<file path="config.mk">
export PLATFORM = sky130hd
export DESIGN_NAME = rx_payload_store_ctrl
export DESIGN_NICKNAME = d
export VERILOG_FILES = /design/src/rtl/rx_payload_store_ctrl.sv
export SDC_FILE = /design/constraint.sdc
export NUM_CORES = 1
export LEC_CHECK = 0
export ABC_AREA = 1
export CORE_ASPECT_RATIO = 1.75
export CORE_MARGIN = 2
export CORE_UTILIZATION = 45
export DETAILED_ROUTE_END_ITERATION = 6
export HOLD_SLACK_MARGIN = 0.05
export PLACE_DENSITY_LB_ADDON = 0.25
export SYNTH_ARGS = -nofsm -noshare
export SYNTH_HDL_FRONTEND = slang
export SYNTH_SLANG_ARGS = --single-unit
</file>
<file path="constraint.sdc">
create_clock -name clk -period 6.6 [get_ports clk]
set_input_delay 1.32 -clock clk [delete_from_list [all_inputs] [get_ports clk]]
set_output_delay 1.32 -clock clk [all_outputs]
set_load 0.02 [all_outputs]
</file>
<file path="src/rtl/rx_payload_store_ctrl.sv">
// rx_payload_store_ctrl
//   Consumer end of the TCP slow-path "RX copy to buffers" interface. Takes one
//   packet descriptor at a time, reads the flow's RX commit pointer, issues one
//   or two copy requests to the payload mover (two when the payload straddles
//   the end of the circular flow buffer), writes back the advanced commit
//   pointer and finally releases the smol payload buffer.
//
// Ports
//   clk, rst                          clock, synchronous active-high reset
//   tcp_rx_dst_*, dst_tcp_rx_hdr_rdy  descriptor in {flowid, accept, {addr, len}}
//   store_buf_commit_ptr_rd_*         commit pointer read request / response
//   store_buf_commit_ptr_wr_*         commit pointer write
//   store_buf_copy_req_*              copy request to payload mover
//   copy_store_buf_done_val/_rdy      copy completion, one pulse per request
//   store_buf_free_*                  smol payload buffer release
//   stat_pkts_committed/_dropped      saturating packet counters
//
// State table
//   state      | meaning
//   ST_IDLE    | waiting for a descriptor
//   ST_CP_RD   | commit pointer read request outstanding
//   ST_CP_RESP | waiting for commit pointer read data
//   ST_COPY0   | first (possibly only) copy request
//   ST_WAIT0   | waiting for first copy done
//   ST_COPY1   | second copy, wrapped to buffer offset 0
//   ST_WAIT1   | waiting for second copy done
//   ST_CP_WR   | writing advanced commit pointer
//   ST_FREE    | releasing the smol payload buffer
module rx_payload_store_ctrl #(
  parameter int FLOWID_W             = 8,
  parameter int RX_PAYLOAD_PTR_W     = 14,
  parameter int PAYLOAD_ENTRY_ADDR_W = 16,
  parameter int PAYLOAD_ENTRY_LEN_W  = 16,
  parameter int STAT_W               = 32,
  localparam int SMOL_PAYLOAD_BUF_STRUCT_W = PAYLOAD_ENTRY_ADDR_W + PAYLOAD_ENTRY_LEN_W
) (
  input  logic                                 clk,
  input  logic                                 rst,

  input  logic                                 tcp_rx_dst_hdr_val,
  input  logic [FLOWID_W-1:0]                  tcp_rx_dst_flowid,
  input  logic                                 tcp_rx_dst_pkt_accept,
  input  logic [SMOL_PAYLOAD_BUF_STRUCT_W-1:0] tcp_rx_dst_payload_entry,
  output logic                                 dst_tcp_rx_hdr_rdy,

  output logic                                 store_buf_commit_ptr_rd_req_val,
  output logic [FLOWID_W-1:0]                  store_buf_commit_ptr_rd_req_addr,
  input  logic                                 commit_ptr_store_buf_rd_req_rdy,
  input  logic                                 commit_ptr_store_buf_rd_resp_val,
  input  logic [RX_PAYLOAD_PTR_W:0]            commit_ptr_store_buf_rd_resp_data,
  output logic                                 store_buf_commit_ptr_rd_resp_rdy,

  output logic                                 store_buf_commit_ptr_wr_req_val,
  output logic [FLOWID_W-1:0]                  store_buf_commit_ptr_wr_req_addr,
  output logic [RX_PAYLOAD_PTR_W:0]            store_buf_commit_ptr_wr_req_data,
  input  logic                                 commit_ptr_store_buf_wr_req_rdy,

  output logic                                 store_buf_copy_req_val,
  output logic [PAYLOAD_ENTRY_ADDR_W-1:0]      store_buf_copy_req_src_addr,
  output logic [RX_PAYLOAD_PTR_W-1:0]          store_buf_copy_req_dst_addr,
  output logic [FLOWID_W-1:0]                  store_buf_copy_req_flowid,
  output logic [PAYLOAD_ENTRY_LEN_W-1:0]       store_buf_copy_req_len,
  input  logic                                 copy_store_buf_req_rdy,

  input  logic                                 copy_store_buf_done_val,
  output logic                                 store_buf_copy_done_rdy,

  output logic                                 store_buf_free_val,
  output logic [PAYLOAD_ENTRY_ADDR_W-1:0]      store_buf_free_addr,
  input  logic                                 free_store_buf_rdy,

  output logic [STAT_W-1:0]                    stat_pkts_committed,
  output logic [STAT_W-1:0]                    stat_pkts_dropped
);

  localparam int PTR_W  = RX_PAYLOAD_PTR_W;
  localparam int ADDR_W = PAYLOAD_ENTRY_ADDR_W;
  localparam int LEN_W  = PAYLOAD_ENTRY_LEN_W;
  // Wide enough to hold both a length and the room-to-end value (up to 2^PTR_W).
  localparam int CALC_W = ((LEN_W > PTR_W + 1) ? LEN_W : PTR_W + 1) + 1;

  typedef enum logic [3:0] {
    ST_IDLE,
    ST_CP_RD,
    ST_CP_RESP,
    ST_COPY0,
    ST_WAIT0,
    ST_COPY1,
    ST_WAIT1,
    ST_CP_WR,
    ST_FREE
  } state_t;

  state_t              state_q,     state_d;
  logic [FLOWID_W-1:0] flowid_q,    flowid_d;
  logic                accept_q,    accept_d;
  logic [ADDR_W-1:0]   addr_q,      addr_d;
  logic [LEN_W-1:0]    len_q,       len_d;
  logic [PTR_W:0]      ptr_q,       ptr_d;
  logic [LEN_W-1:0]    first_q,     first_d;
  logic [STAT_W-1:0]   committed_q, committed_d;
  logic [STAT_W-1:0]   dropped_q,   dropped_d;

  logic [ADDR_W-1:0]   hdr_addr;
  logic [LEN_W-1:0]    hdr_len;
  logic [PTR_W-1:0]    resp_off;
  logic [CALC_W-1:0]   room_w;
  logic [LEN_W-1:0]    first_calc;
  logic [PTR_W:0]      new_ptr;

  function automatic logic [STAT_W-1:0] sat_inc(input logic [STAT_W-1:0] v);
    return (&v) ? v : v + STAT_W'(1);
  endfunction

  assign hdr_addr = tcp_rx_dst_payload_entry[SMOL_PAYLOAD_BUF_STRUCT_W-1:LEN_W];
  assign hdr_len  = tcp_rx_dst_payload_entry[LEN_W-1:0];

  // Bytes left before the end of the circular buffer, from the pointer being
  // returned right now; the first copy is clipped to this.
  assign resp_off   = commit_ptr_store_buf_rd_resp_data[PTR_W-1:0];
  assign room_w     = (CALC_W'(1) << PTR_W) - CALC_W'(resp_off);
  assign first_calc = (CALC_W'(len_q) <= room_w) ? len_q : room_w[LEN_W-1:0];

  // Pointer keeps one extra wrap bit; the natural modulo of this width toggles
  // it whenever the payload crosses the buffer end.
  assign new_ptr = ptr_q + (PTR_W + 1)'(len_q);

  always_comb begin
    state_d     = state_q;
    flowid_d    = flowid_q;
    accept_d    = accept_q;
    addr_d      = addr_q;
    len_d       = len_q;
    ptr_d       = ptr_q;
    first_d     = first_q;
    committed_d = committed_q;
    dropped_d   = dropped_q;

    dst_tcp_rx_hdr_rdy               = 1'b0;
    store_buf_commit_ptr_rd_req_val  = 1'b0;
    store_buf_commit_ptr_rd_req_addr = '0;
    store_buf_commit_ptr_rd_resp_rdy = 1'b0;
    store_buf_commit_ptr_wr_req_val  = 1'b0;
    store_buf_commit_ptr_wr_req_addr = '0;
    store_buf_commit_ptr_wr_req_data = '0;
    store_buf_copy_req_val           = 1'b0;
    store_buf_copy_req_src_addr      = '0;
    store_buf_copy_req_dst_addr      = '0;
    store_buf_copy_req_flowid        = '0;
    store_buf_copy_req_len           = '0;
    store_buf_copy_done_rdy          = 1'b0;
    store_buf_free_val               = 1'b0;
    store_buf_free_addr              = '0;

    case (state_q)
      ST_IDLE: begin
        dst_tcp_rx_hdr_rdy = 1'b1;
        if (tcp_rx_dst_hdr_val) begin
          flowid_d = tcp_rx_dst_flowid;
          accept_d = tcp_rx_dst_pkt_accept;
          addr_d   = hdr_addr;
          len_d    = hdr_len;
          if (hdr_len == '0) begin
            state_d = ST_IDLE;
          end else if (!tcp_rx_dst_pkt_accept) begin
            dropped_d = sat_inc(dropped_q);
            state_d   = ST_FREE;
          end else begin
            state_d = ST_CP_RD;
          end
        end
      end

      ST_CP_RD: begin
        store_buf_commit_ptr_rd_req_val  = 1'b1;
        store_buf_commit_ptr_rd_req_addr = flowid_q;
        if (commit_ptr_store_buf_rd_req_rdy) state_d = ST_CP_RESP;
      end

      ST_CP_RESP: begin
        store_buf_commit_ptr_rd_resp_rdy = 1'b1;
        if (commit_ptr_store_buf_rd_resp_val) begin
          ptr_d   = commit_ptr_store_buf_rd_resp_data;
          first_d = first_calc;
          state_d = ST_COPY0;
        end
      end

      ST_COPY0: begin
        store_buf_copy_req_val      = 1'b1;
        store_buf_copy_req_src_addr = addr_q;
        store_buf_copy_req_dst_addr = ptr_q[PTR_W-1:0];
        store_buf_copy_req_flowid   = flowid_q;
        store_buf_copy_req_len      = first_q;
        if (copy_store_buf_req_rdy) state_d = ST_WAIT0;
      end

      ST_WAIT0: begin
        store_buf_copy_done_rdy = 1'b1;
        if (copy_store_buf_done_val) begin
          state_d = (first_q == len_q) ? ST_CP_WR : ST_COPY1;
        end
      end

      ST_COPY1: begin
        store_buf_copy_req_val      = 1'b1;
        store_buf_copy_req_src_addr = addr_q + ADDR_W'(first_q);
        store_buf_copy_req_dst_addr = '0;
        store_buf_copy_req_flowid   = flowid_q;
        store_buf_copy_req_len      = len_q - first_q;
        if (copy_store_buf_req_rdy) state_d = ST_WAIT1;
      end

      ST_WAIT1: begin
        store_buf_copy_done_rdy = 1'b1;
        if (copy_store_buf_done_val) state_d = ST_CP_WR;
      end

      ST_CP_WR: begin
        store_buf_commit_ptr_wr_req_val  = 1'b1;
        store_buf_commit_ptr_wr_req_addr = flowid_q;
        store_buf_commit_ptr_wr_req_data = new_ptr;
        if (commit_ptr_store_buf_wr_req_rdy) state_d = ST_FREE;
      end

      ST_FREE: begin
        store_buf_free_val  = 1'b1;
        store_buf_free_addr = addr_q;
        if (free_store_buf_rdy) begin
          if (accept_q) committed_d = sat_inc(committed_q);
          state_d = ST_IDLE;
        end
      end

      default: state_d = ST_IDLE;
    endcase
  end

  always_ff @(posedge clk) begin
    if (rst) begin
      state_q     <= ST_IDLE;
      flowid_q    <= '0;
      accept_q    <= 1'b0;
      addr_q      <= '0;
      len_q       <= '0;
      ptr_q       <= '0;
      first_q     <= '0;
      committed_q <= '0;
      dropped_q   <= '0;
    end else begin
      state_q     <= state_d;
      flowid_q    <= flowid_d;
      accept_q    <= accept_d;
      addr_q      <= addr_d;
      len_q       <= len_d;
      ptr_q       <= ptr_d;
      first_q     <= first_d;
      committed_q <= committed_d;
      dropped_q   <= dropped_d;
    end
  end

  assign stat_pkts_committed = committed_q;
  assign stat_pkts_dropped   = dropped_q;

  // A completion with no copy outstanding is ignored by the FSM; flag it here.
`ifndef SYNTHESIS
  done_outside_wait: assert property (@(posedge clk) disable iff (rst)
    copy_store_buf_done_val |-> (state_q == ST_WAIT0 || state_q == ST_WAIT1));
`endif

endmodule

</file>
* Word-level counts from Yosys, hierarchy flattened
Cells that the tools add are included.
** Word-level totals
- RAM bits :: 0
- Latch bits :: 0
- Memory bits (read-only) :: 0
- Memories :: 0
- Input bits :: 65
- Register bits :: 140
- Word-level logic and storage cells :: 78
** Cells by class
- Multiply operators :: 0
- Reduce and logical (&&, ||, !) cells :: 11
- Add/sub/neg operators :: 6
- Div/mod/pow operators :: 0
- Bitwise gates (word level) :: 4
- Mux-type cells :: 29
- Shift operators :: 0
- Magnitude comparators :: 1
- Equality and inequality tests :: 18
** Operator list (count)
- adder 32 x 1 -> 32 bit (second input constant) :: 2
- case mux 16 bit (2 select lines) :: 2
- AND reduction 32 bit :: 2
- two-way mux 4 bit :: 11
- case mux 4 bit (9 select lines) :: 1
- two-way mux 16 bit :: 2
- two-way mux 8 bit :: 3
- inequality test 2 bit (second input constant) :: 9
- less-or-equal comparator 16 x 17 -> 1 bit :: 1
- adder 16 bit :: 1
- equality test 16 bit :: 1
- equality test 4 x 3 -> 1 bit (second input constant) :: 4
- logical NOT 16 bit :: 1
- subtractor 15 x 14 -> 16 bit (first input constant) :: 1
- subtractor 16 bit :: 1
- adder 15 bit :: 1
- two-way mux 15 bit :: 1
- two-way mux 14 bit :: 1
- AND reduction 9 bit :: 1
- equality test 4 x 2 -> 1 bit (second input constant) :: 2
- two-way mux 1 bit :: 7
- AND reduction 5 bit :: 1
- equality test 4 x 1 -> 1 bit (second input constant) :: 1
- equality test 4 bit (second input constant) :: 1
- 6 further kinds :: 11

* Logic depth before layout (Yosys ltp)
- Word-level depth :: 4
- Gate-level depth with buffers :: 19
- Gate-level depth less buffers :: 19

* Least setup slack after synthesis
No wires, ideal clock.
- Path kind :: in2reg
- From :: in commit_ptr_store_buf_rd_resp_data[0]
- To :: reg first_q[0]
- Required time :: 6485 ps
- Path buffers :: 1
- Setup time :: 115 ps
- Cell stages on the path :: 16
- Data arrival time :: 3488 ps
- Slack :: 2996 ps
- Cells stage by stage :: inv_1 ha_1 nand3_1 nor2_1 nand3_1 nor3_1 nand3_1 ha_1 nand3_1 nor3_1 nand4_1 nand2_1 buf_2 nor2_1 o21ai_0 inv_1
** On the way
- Word-level cells in the longest chain between the ends :: 3
** RTL lines
- from (decl) :: line 50 : input logic [RX_PAYLOAD_PTR_W:0] commit_ptr_store_buf_rd_resp_data,
- subtractor 15 x 14 -> 16 bit (*) :: line 121 : assign room_w = (CALC_W'(1) << PTR_W) - CALC_W'(resp_off);
- less-or-equal comparator 16 x 17 -> 1 bit :: line 122 : assign first_calc = (CALC_W'(len_q) <= room_w) ? len_q : room_w[LEN_W-1:0];
- two-way mux 16 bit (*) :: line 122
- to (signal assigned) :: line 257 : first_q <= first_d;
- to (decl) :: line 100 : logic [LEN_W-1:0] first_q, first_d;
Every way passes the cells marked *; elsewhere a longest branch is shown, timed or not.
A chain may end at the register's enable or synchronous reset.

* Final worst setup path
- From :: in commit_ptr_store_buf_rd_resp_data[0]
- To :: reg first_q[10]
The elaborated chain is that of the path after synthesis.

==> out/metrics.cfg <==
[synth]
netlist.area_leader.share_pct = 27.0
syn_area_um2 = 10400
yosys.area.top_type = dfxtp_1
yosys_warnings = 0
netlist_instances = 1646
synth_seq_area_share_pct = 27.0
synth_cell_type_count = 48
netlist_top_cells_area = dfxtp_1 27%, nand2_1 13%, a21oi_1 8.4%, nor2_1 8.0%, ha_1 7.5%
async_flop_share_pct = 0
synth_area_per_cell_um2 = 6.31
synth_nets = 1776
ys_seq_elements = 140
synth_edf_count = 0
yosys_most_used_dff = dfxtp_1

[global_routing]
grt_pass1_vias = 11100
grt_pass1_wl_mm = 54.3
antenna_found_initial = 1
track_usage_pct = 27.7
grt_max_degree = 74
grt-ovfl-total = 0

[pwr]
leakage_uw = 0.00536
share_comb_of_total_power_pct = 42.9
seq_power_share_pct = 30.4
power_density_nw_per_um2 = 265
power.internal_uw = 2040
power.share.clock_pct = 26.7
vdd_ir_drop_max_v = 0.000174
p_switching_uw = 1530
swShare_pct = 42.9

[hold_path]
min_to = accept_q
worstHoldStart = accept_q
hold_depth = 2
min_path_type = flop to flop

[clock_tree]
cts_tree = yes
cts_buffer_depth = 2
clkTransAtPathRegs_ns = 0.06
cts_setup_buffers = 0
clockRootBuffer = clkbuf_16
clk_latency_ns = 0.44
numCtsBuffers = 17
clock-sinks = 140
cts_resized = 0
cts.hold.buffers_added = 0
cts_htree_levels = 4

[drt]
vias = 11500
wire_per_inst_um = 15.9
drt_wl_total_mm = 34.4
avgViaCountPerCell = 5.31
antenna_left = 0
first_pass_iters = 5
drc = 0
drt_iter0_drc = 737

[worst_setup_path]
slowest_delay_ns = 0.60
end_kind = flop
crit_slowest_cell = nand2_1
start_kind = input pin
arrival_ns = 4.90
cp_max_fo = 24
worstRegToRegCells = 8
r2r_slack_ns = 4.02
r2r-end = stat_pkts_committed[5]
cpMostUsedCell = nand3_1
worstReg2RegStart = state_q[0]
path_class = input pin to flop
crit_chain = clkdlybuf4s50_1 -> inv_1 -> ha_1 -> nand3_1 -> nor2_1 -> nand3_1 -> nor3_1 -> nand3_1 -> ha_1 -> nand3_1 -> nor3_1 -> nand4_1 -> nand2_1 -> inv_1 -> nand2_1 -> nand3_1 -> nand2_1 -> inv_1
worst_ep_required_time_ns = 6.93

[place]
pre_cts_slack_ns = 1.65
placed_area_um2 = 12900
finalWeightedCongestion = 0.916
post-dp-hpwl_mm = 26.5
port_buffers = 236

[timing]
rsz0062_at_grt = no
tns_ns = 0
post-route-period-util_pct = 69.3
timing.final.ws_setup_ns = 2.03
setup_viol = 0
tightest_slew_ns = 0.932
drv_slew = 0
hold_viol_final = 0
fmax_mhz = 219
skew_ns = 0.00926
period_needed_ns = 4.57
relSlewSlack_pct = 37.7

[die]
die_h_um = 205
rows = 73
fp.dieW_um = 119
dieArea_um2 = 24400
io_pins = 237
initial_core_util_pct = 45.8
coreArea_um2 = 22700

[finish]
area_growth_pct = 29.9
finish.instance_area_um2 = 13500
fillers = 2277
fin_nets = 1986
utilization_pct = 59.5
antenna_cells = 0
drive_gt1_share_pct = 4.82

[status]
run_status = finished clean

[job]
maxCapViolCount = 0

[cell families after synthesis]
logic type	share of synthesized area (%)
flip-flops	27.0
AO/OA/AOI/OAI	18.2
adder cells (fa/ha/maj)	8.05
AND/OR/NAND/NOR	33.0
buffers and inverters	9.39
XOR/XNOR	4.39
[area by class of cell]
class	count	area (um^2)	area share, %
clock buffer	21	450	3.34
clock inverter	10	118	0.872
inverter	195	734	5.45
multi-input combinational	1261	6610	49.0
sequential	140	2800	20.8
tap	300	375	2.78
timing repair buffer	241	2390	17.8
[sequential cells by signal, summed over array words and instances, names as in the netlist]
signal and flops:
len_q 16, addr_q 16, first_q 16, stat_pkts_committed 32
state_q 4, ptr_q 15, accept_q 1, stat_pkts_dropped 32
flowid_q 8
[per-stage QoR]
stage / std cells / total power (uW) / hold slack [ns]
final: 2168 / 3580 / 0.466
after global routing: 2168 / 3820 / 0.471
after CTS: 2168 / 3570 / 0.462
after detailed placement: 2137 / 2620 / 0.453
after global placement: 2137 / 2590 / 0.450
after floorplan: 1646 / 2180 / 0.441
[worst max-delay path: cells and delay by family]
family | cells | cell delay, ns
buf+inv | 4 | 0.83
fa+ha+maj | 2 | 0.51
simple gates | 12 | 2.23
[worst max-delay path by stage]
| stage | start | end | slack, ns | depth (start not counted) |
|---|---|---|---|---|
| final | commit_ptr_store_buf_rd_resp_data[0] | first_q[10] | 2.03 | 18 |
| after CTS | commit_ptr_store_buf_rd_resp_data[0] | first_q[10] | 2.10 | 18 |
| after floorplan | commit_ptr_store_buf_rd_resp_data[0] | first_q[0] | 3.00 | 16 |
| after global routing | commit_ptr_store_buf_rd_resp_data[0] | first_q[10] | 1.70 | 18 |
| after global placement | commit_ptr_store_buf_rd_resp_data[0] | first_q[9] | 1.80 | 18 |
| after detailed placement | commit_ptr_store_buf_rd_resp_data[0] | first_q[10] | 1.65 | 18 |
[power by group through the flow]
stage	Sequential, uW	Combinational (uW)	Clock (uW)
floorplan	1060	1120	0
global placement	1100	1490	0
detailed placement	1100	1510	0
CTS	1090	1520	964
global route	1100	1720	995
finish	1090	1540	955
[cell usage in the layout, fill, tap and decap left out, types with 3 or more instances in the layout]
cell	count
nand2_1	369
clkdlybuf4s50_1	235
nor2_1	220
inv_1	185
a21oi_1	174
dfxtp_1	140
o21ai_0	114
nand3_1	89
ha_1	62
nor3_1	45
xor2_1	36
nand4_1	19
clkbuf_16	17
xnor2_1	16
nand2_2	14
o22ai_1	12
a21oi_2	11
a21o_1	9
inv_2	8
o21bai_1	8
nand3b_1	7
o21ai_1	7
nor3_2	6
a21boi_0	5
buf_4	5
nor2_4	4
a31oi_1	3
o32ai_1	3
nand3_2	3
or2_2	3
nor3b_1	3
fa_1	3
clkinv_2	3
clkbuf_1	3
clkinv_4	3
[routing by layer]
metal  GRT usage, %  routed length, um  share of wire [%]  vias to the layer above
met2           52.6              18200                 53                      350
met4           13.6               1470                4.3                        2
met1           29.2              13200                 38                     5260
li1               -                  -                  -                     5812
met3           4.48               1600                4.6                       83
met5              0                 13              0.038                        -
[synthesized netlist by cell type (3+ instances only)]
library cell and number:
o21ai_0 114, clkbuf_1 31, o32ai_1 3, nand4_1 19
xor2_1 36, a21oi_2 11, o21ai_1 7, a21o_1 9
buf_6 5, ha_1 62, a31oi_1 3, fa_1 3
o21bai_1 8, inv_1 185, buf_2 12, nor3b_1 3
inv_2 7, a21boi_0 5, nor2_4 4, or2_2 3
dfxtp_1 140, nand3b_1 7, o22ai_1 12, nand2_2 13
a21oi_1 174, nand3_1 89, nor2_1 220, nand2_1 370
nand3_2 3, nor3_1 45, nor3_2 6, xnor2_1 16
(Power assumes the default switching activity.)
